**config.mk**
```make
export PLATFORM = sky130hd
export DESIGN_NAME = wb_interconnect
export DESIGN_NICKNAME = d
export VERILOG_FILES = /design/src/rtl/wb_interconnect.sv
export SDC_FILE = /design/constraint.sdc
export NUM_CORES = 1
export LEC_CHECK = 0
export BUFFER_PORTS_ARGS = -buffer_cell sky130_fd_sc_hd__buf_4
export CAP_MARGIN = 20
export CORE_AREA = 2 2 111 113
export CTS_BUF_LIST = sky130_fd_sc_hd__clkbuf_16
export CTS_CLUSTER_SIZE = 30
export DETAILED_ROUTE_END_ITERATION = 10
export DIE_AREA = 0 0 113 115
export GPL_TIMING_DRIVEN = 0
export PLACE_DENSITY_LB_ADDON = 0.1
export SLEW_MARGIN = 15
export SYNTH_ARGS = -nofsm -noshare
export SYNTH_HDL_FRONTEND = slang
export SYNTH_SLANG_ARGS = --single-unit
export TNS_END_PERCENT = 5
```
**constraint.sdc**
```tcl
create_clock -name clk_i -period 2 [get_ports clk_i]
set_input_delay 0.4 -clock clk_i [delete_from_list [all_inputs] [get_ports clk_i]]
set_output_delay 0.4 -clock clk_i [all_outputs]
set_load 0.02 [all_outputs]
```
**src/rtl/wb_interconnect.sv**
```systemverilog
// Wishbone classic 1-master/3-slave address decoder with timeout; mapped hit answers 2 cycles after
// the request is seen (unmapped: 1), strobe held until a slave responds, master aborts or TIMEOUT expires.
module wb_interconnect #(
    parameter logic [31:0] S0_BASE = 32'h1000_0000,
    parameter logic [31:0] S0_SIZE = 32'h0020_0000,
    parameter logic [31:0] S1_BASE = 32'h2000_0000,
    parameter logic [31:0] S1_SIZE = 32'h0000_4000,
    parameter logic [31:0] S2_BASE = 32'h3000_0000,
    parameter logic [31:0] S2_SIZE = 32'h0000_1000,
    parameter int unsigned TIMEOUT = 16
) (
    input  logic        clk_i,
    input  logic        rst_i,
    input  logic        cyc_i,
    input  logic        stb_i,
    input  logic        we_i,
    input  logic [31:0] adr_i,
    input  logic [3:0]  sel_i,
    input  logic [31:0] dat_i,
    output logic [31:0] dat_o,
    output logic        ack_o,
    output logic        err_o,
    output logic        rty_o,
    output logic [2:0]  s_cyc_o,
    output logic [2:0]  s_stb_o,
    output logic [31:0] s_adr_o,
    output logic [3:0]  s_sel_o,
    output logic [31:0] s_dat_o,
    output logic        s_we_o,
    input  logic [95:0] s_dat_i,
    input  logic [2:0]  s_ack_i,
    input  logic [2:0]  s_err_i,
    input  logic [2:0]  s_rty_i
);
    localparam int CW = $clog2(TIMEOUT + 1);

    typedef enum logic [1:0] {IDLE, ACTIVE, RESP} state_t;

    state_t          state_q, state_d;
    logic [1:0]      sel_q, sel_d;
    logic [CW-1:0]   cnt_q, cnt_d;
    logic [31:0]     dat_q, dat_d;
    logic            ack_q, ack_d, err_q, err_d, rty_q, rty_d;

    logic            hit;
    logic [1:0]      hit_k;
    logic            sr_ack, sr_err, sr_rty;
    logic [31:0]     sr_dat;

    function automatic logic in_rgn(input logic [31:0] a, input logic [31:0] base,
                                    input logic [31:0] size);
        logic [31:0] lim;
        lim = base + size;
        return (a >= base) && (a < lim);
    endfunction

    // Lowest-numbered region wins when windows overlap.
    always_comb begin
        hit   = 1'b1;
        hit_k = 2'd0;
        if (in_rgn(adr_i, S0_BASE, S0_SIZE))      hit_k = 2'd0;
        else if (in_rgn(adr_i, S1_BASE, S1_SIZE)) hit_k = 2'd1;
        else if (in_rgn(adr_i, S2_BASE, S2_SIZE)) hit_k = 2'd2;
        else                                      hit   = 1'b0;
    end

    always_comb begin
        sr_ack = 1'b0;
        sr_err = 1'b0;
        sr_rty = 1'b0;
        sr_dat = 32'h0;
        case (sel_q)
            2'd0: begin sr_ack = s_ack_i[0]; sr_err = s_err_i[0]; sr_rty = s_rty_i[0]; sr_dat = s_dat_i[31:0];  end
            2'd1: begin sr_ack = s_ack_i[1]; sr_err = s_err_i[1]; sr_rty = s_rty_i[1]; sr_dat = s_dat_i[63:32]; end
            2'd2: begin sr_ack = s_ack_i[2]; sr_err = s_err_i[2]; sr_rty = s_rty_i[2]; sr_dat = s_dat_i[95:64]; end
            default: ;
        endcase
    end

    always_comb begin
        state_d = state_q;
        sel_d   = sel_q;
        cnt_d   = cnt_q;
        dat_d   = dat_q;
        ack_d   = 1'b0;
        err_d   = 1'b0;
        rty_d   = 1'b0;
        case (state_q)
            IDLE: begin
                if (cyc_i && stb_i) begin
                    if (hit) begin
                        sel_d   = hit_k;
                        cnt_d   = '0;
                        state_d = ACTIVE;
                    end else begin
                        err_d   = 1'b1;
                        state_d = RESP;
                    end
                end
            end
            ACTIVE: begin
                if (!cyc_i) begin
                    state_d = IDLE;
                end else if (sr_ack || sr_err || sr_rty) begin
                    dat_d   = sr_dat;
                    err_d   = sr_err;
                    rty_d   = !sr_err && sr_rty;
                    ack_d   = !sr_err && !sr_rty;
                    state_d = RESP;
                end else if (cnt_q == CW'(TIMEOUT - 1)) begin
                    err_d   = 1'b1;
                    state_d = RESP;
                end else begin
                    cnt_d = cnt_q + CW'(1);
                end
            end
            RESP:    state_d = IDLE;
            default: state_d = IDLE;
        endcase
    end

    always_ff @(posedge clk_i) begin
        if (rst_i) begin
            state_q <= IDLE;
            sel_q   <= 2'd0;
            cnt_q   <= '0;
            dat_q   <= 32'h0;
            ack_q   <= 1'b0;
            err_q   <= 1'b0;
            rty_q   <= 1'b0;
        end else begin
            state_q <= state_d;
            sel_q   <= sel_d;
            cnt_q   <= cnt_d;
            dat_q   <= dat_d;
            ack_q   <= ack_d;
            err_q   <= err_d;
            rty_q   <= rty_d;
        end
    end

    // Response flags are only ever set on entry to RESP, so each lasts one cycle.
    assign ack_o   = ack_q;
    assign err_o   = err_q;
    assign rty_o   = rty_q;
    assign dat_o   = dat_q;

    assign s_cyc_o = (cyc_i && stb_i && state_q == ACTIVE) ? (3'b001 << sel_q) : 3'b000;
    assign s_stb_o = s_cyc_o;
    assign s_adr_o = adr_i;
    assign s_sel_o = sel_i;
    assign s_dat_o = dat_i;
    assign s_we_o  = we_i;
endmodule

```
==> impl_metrics.csv <==
group,metric,value,unit
status,status,"finished with violations",
status,violations,"DRC",
layout,area_delta_synth_final,71.2,%
clock_tree,cts-root-buf,"clkbuf_16",
setup_path,r2r_end,"cnt_q[2]$_SDFFE_PP0P_",
clock_tree,htreeDepth,2,
global_route,grt_max_degree,20,
yosys,muxShareOfSynthArea,0.166,
pwr,power_density,441,mW/mm^2
pwr,p_total,0.00228,W
drt,antenna_left,0,
layout,nets,788,
timing,min_period,1.90,ns
drt,drt-pass1-iter-count,7,
global_route,grtUsageTotal,0.150,
clock_tree,clk_path_buf_depth,2,
global_route,grt-ovfl-total,0,
layout,drive_gt1_frac,0.560,
drt,drt_iter0_markers,86,
yosys,yosysUniqueCellTypes,39,
setup_path,reg2reg_setup_slack,0.11,ns
clock_tree,cts.hold.buffers_added,0,
timing,skew,0.00537,ns
yosys,yosysMostFrequentCell,"buf_4",
yosys,syn_nets,545,
floorplan,coreArea,0.0118,mm^2
floorplan,die_h,115,um
drt,wl_per_cell,13.9,um
setup_path,arrival,1.50,ns
yosys,ys.flop_type,"dfxtp_1",
timing,hold_ws,0.392,ns
yosys,syn_area,0.00302,mm^2
setup_path,worstReg2RegStart,"cnt_q[0]$_SDFFE_PP0P_",
yosys,synth-simple-area-share,0.158,
setup_path,crit_path_start_kind,"register",
clock_tree,cts-buffers-inserted,5,
setup_path,crit_start,"sel_q[0]$_SDFFE_PP0P_",
yosys,synth_adder_area_share,0.00829,
yosys,synth_area_leader_cell,"dfxtp_1",
drt,vias_per_cell,4.37,
yosys,yosysWarnings,0,
placed_design,finalWeightedCongestion,0.780,
setup_path,critical_path_required,1.60,ns
worst_hold_path,holdPathEnd,"dat_o[8]$_SDFFE_PP0P_",
timing,drv_slew,0,
yosys,synth-async-reset-ratio,0,
drt,num_vias,3302,
drt,wl,10500,um
setup_path,worstPathMaxFanout,19,
global_route,antenna_found_initial,0,
pwr,p_leak,2.37,nW
clock_tree,post_cts_buffers,0,
yosys,synth_top_family_by_area,"buffers and inverters",
yosys,ys_seq_area_frac,0.292,
global_route,first_global_vias,3210,
floorplan,die_area,0.0130,mm^2
floorplan,row_count,40,
yosys,synth_edf_count,0,
yosys,synth_xor_area_frac,0.00290,
yosys,ys_top_cells_by_area,"dfxtp_1 29%, buf_4 19%, mux2i_1 15%",
setup_path,cp-end-kind,"output pin",
global_route,grt_first_pass_wirelength,15700,um
yosys,synth_commonest_cells,"75 x buf_4, 58 x nor2_1, 46 x mux2i_1, 44 x dfxtp_1",
yosys,synthCells,365,
clock_tree,clk_pin_slew,0.06,ns
placed_design,port_buffers,238,
yosys,synth-compound-area-share,0.156,
pwr,ir_drop,0.293,mV
setup_path,rr_worst_depth,7,
clock_tree,numClockSinks,44,
timing,rsz0062_at_grt,"true",
timing,max_freq,527,MHz
timing,post-route-period-util,0.950,
yosys,ys_seq_elements,44,
worst_hold_path,hold_path_class,"in -> reg",
clock_tree,cts_tree,"done",
job,maxCapViolCount,0,
worst_hold_path,min_from,"s_dat_i[8]",
drt,remaining_drc_errors,19,
floorplan,initial_core_util,0.256,
floorplan,io_pins,288,
placed_design,hpwl,8790,um
yosys,avgSynthCellArea,8.28,um^2
clock_tree,worstSkewPairLatency,0.28,ns
floorplan,die_w,113,um
timing,worst_pin_slew,0.600,ns
timing,setup_viol,0,
timing,hold_viol,0,
timing,relSlewSlack,0.600,
layout,diodes,0,
setup_path,criticalPathCategory,"reg -> out",
yosys,yosys.area.top_type_share,0.292,
worst_hold_path,min_path_cells,3,
per-layer routing:
metal  part of all wire  GRT usage
met1               0.39      0.178
met2               0.53      0.284
met3              0.071     0.0279
met4             0.0088     0.0285
met5                  0          0
cell families after synthesis:
group | count (synthesis)
AO/OA/AOI/OAI | 68
XOR/XNOR | 1
adder cells (fa/ha/maj) | 2
buffers and inverters | 96
flip-flops | 44
multiplexers | 49
AND/OR/NAND/NOR | 105
stage by stage:
step                      setup TNS, ns  std cells   util  area [um^2]  worst slack (ns)
after floorplan                -0.00900        365      -         3030          -0.00450
after global placement           -0.551        750  0.423         5000            -0.218
final                                 0        756  0.438         5170             0.101
after CTS                             0        756  0.435         5140            0.0320
after global routing            -0.0445        756  0.438         5170           -0.0340
after detailed placement         -0.530        750  0.423         5000            -0.191
repair_timing:
| item | in CTS | in global routing |
|---|---|---|
| endpoints found under the hold margin | 0 | 0 |
| endpoints found under the setup margin | 7 | 34 |
| resized for setup | 2 | 13 |
| pin swaps | 0 | 1 |
cell usage in the layout, fill, tap and decap left out, types with 2 or more instances in the layout:
cell	count
buf_4	311
nor2_1	58
mux2i_1	46
dfxtp_1	44
a21oi_1	20
nand2_1	20
o21ai_0	19
a211oi_1	15
clkbuf_1	8
buf_6	5
nand3_1	5
clkbuf_16	5
inv_1	3
nor3_1	3
a22oi_4	3
a22oi_1	3
or3_1	3
nor4_1	3
clkbuf_4	2
nor2b_1	2
mux2_4	2
buf_2	2
a311oi_1	2
or2_2	2
ha_1	2
clkinvlp_4	2
layout make-up:
class,instances,area (um^2)
plain buffers,91,664
clock buffers,5,125
clock inverters,3,18.8
fillers,1235,6640
inverters,3,11.3
multi-input cells,225,1500
flip-flops and latches,44,881
well taps,147,184
repair buffers,238,1790
power by group:
group,leakage (nW),internal (W),switching [W]
clock network,0.0635,0.000458,0.000338
logic,1.95,0.000366,0.000236
registers,0.354,0.000878,0.000000940
worst max-delay path by stage:
stage | cells past startpoint | slack [ns] | endpoint
after CTS | 4 | 0.03 | s_stb_o[0]
after detailed placement | 6 | -0.19 | s_stb_o[1]
after global placement | 6 | -0.22 | s_stb_o[1]
final | 5 | 0.10 | s_stb_o[1]
after floorplan | 5 | -0.004 | s_stb_o[0]
after global routing | 8 | -0.03 | dat_o[24]$_SDFFE_PP0P_
worst max-delay path, stage by stage, from the launching register on:
cell and delay (ns):
dfxtp_1 0.32, buf_6 0.17, buf_6 0.23, nor3b_2 0.23, buf_4 0.13, buf_4 0.12
state kept, by name (all words and copies together), names as in the netlist:
signal and flops:
ack_o 1, cnt_q 5, dat_o 32, err_o 1, rty_o 1, sel_q 2, state_q 2
Power figures use the tool's default switching activity.
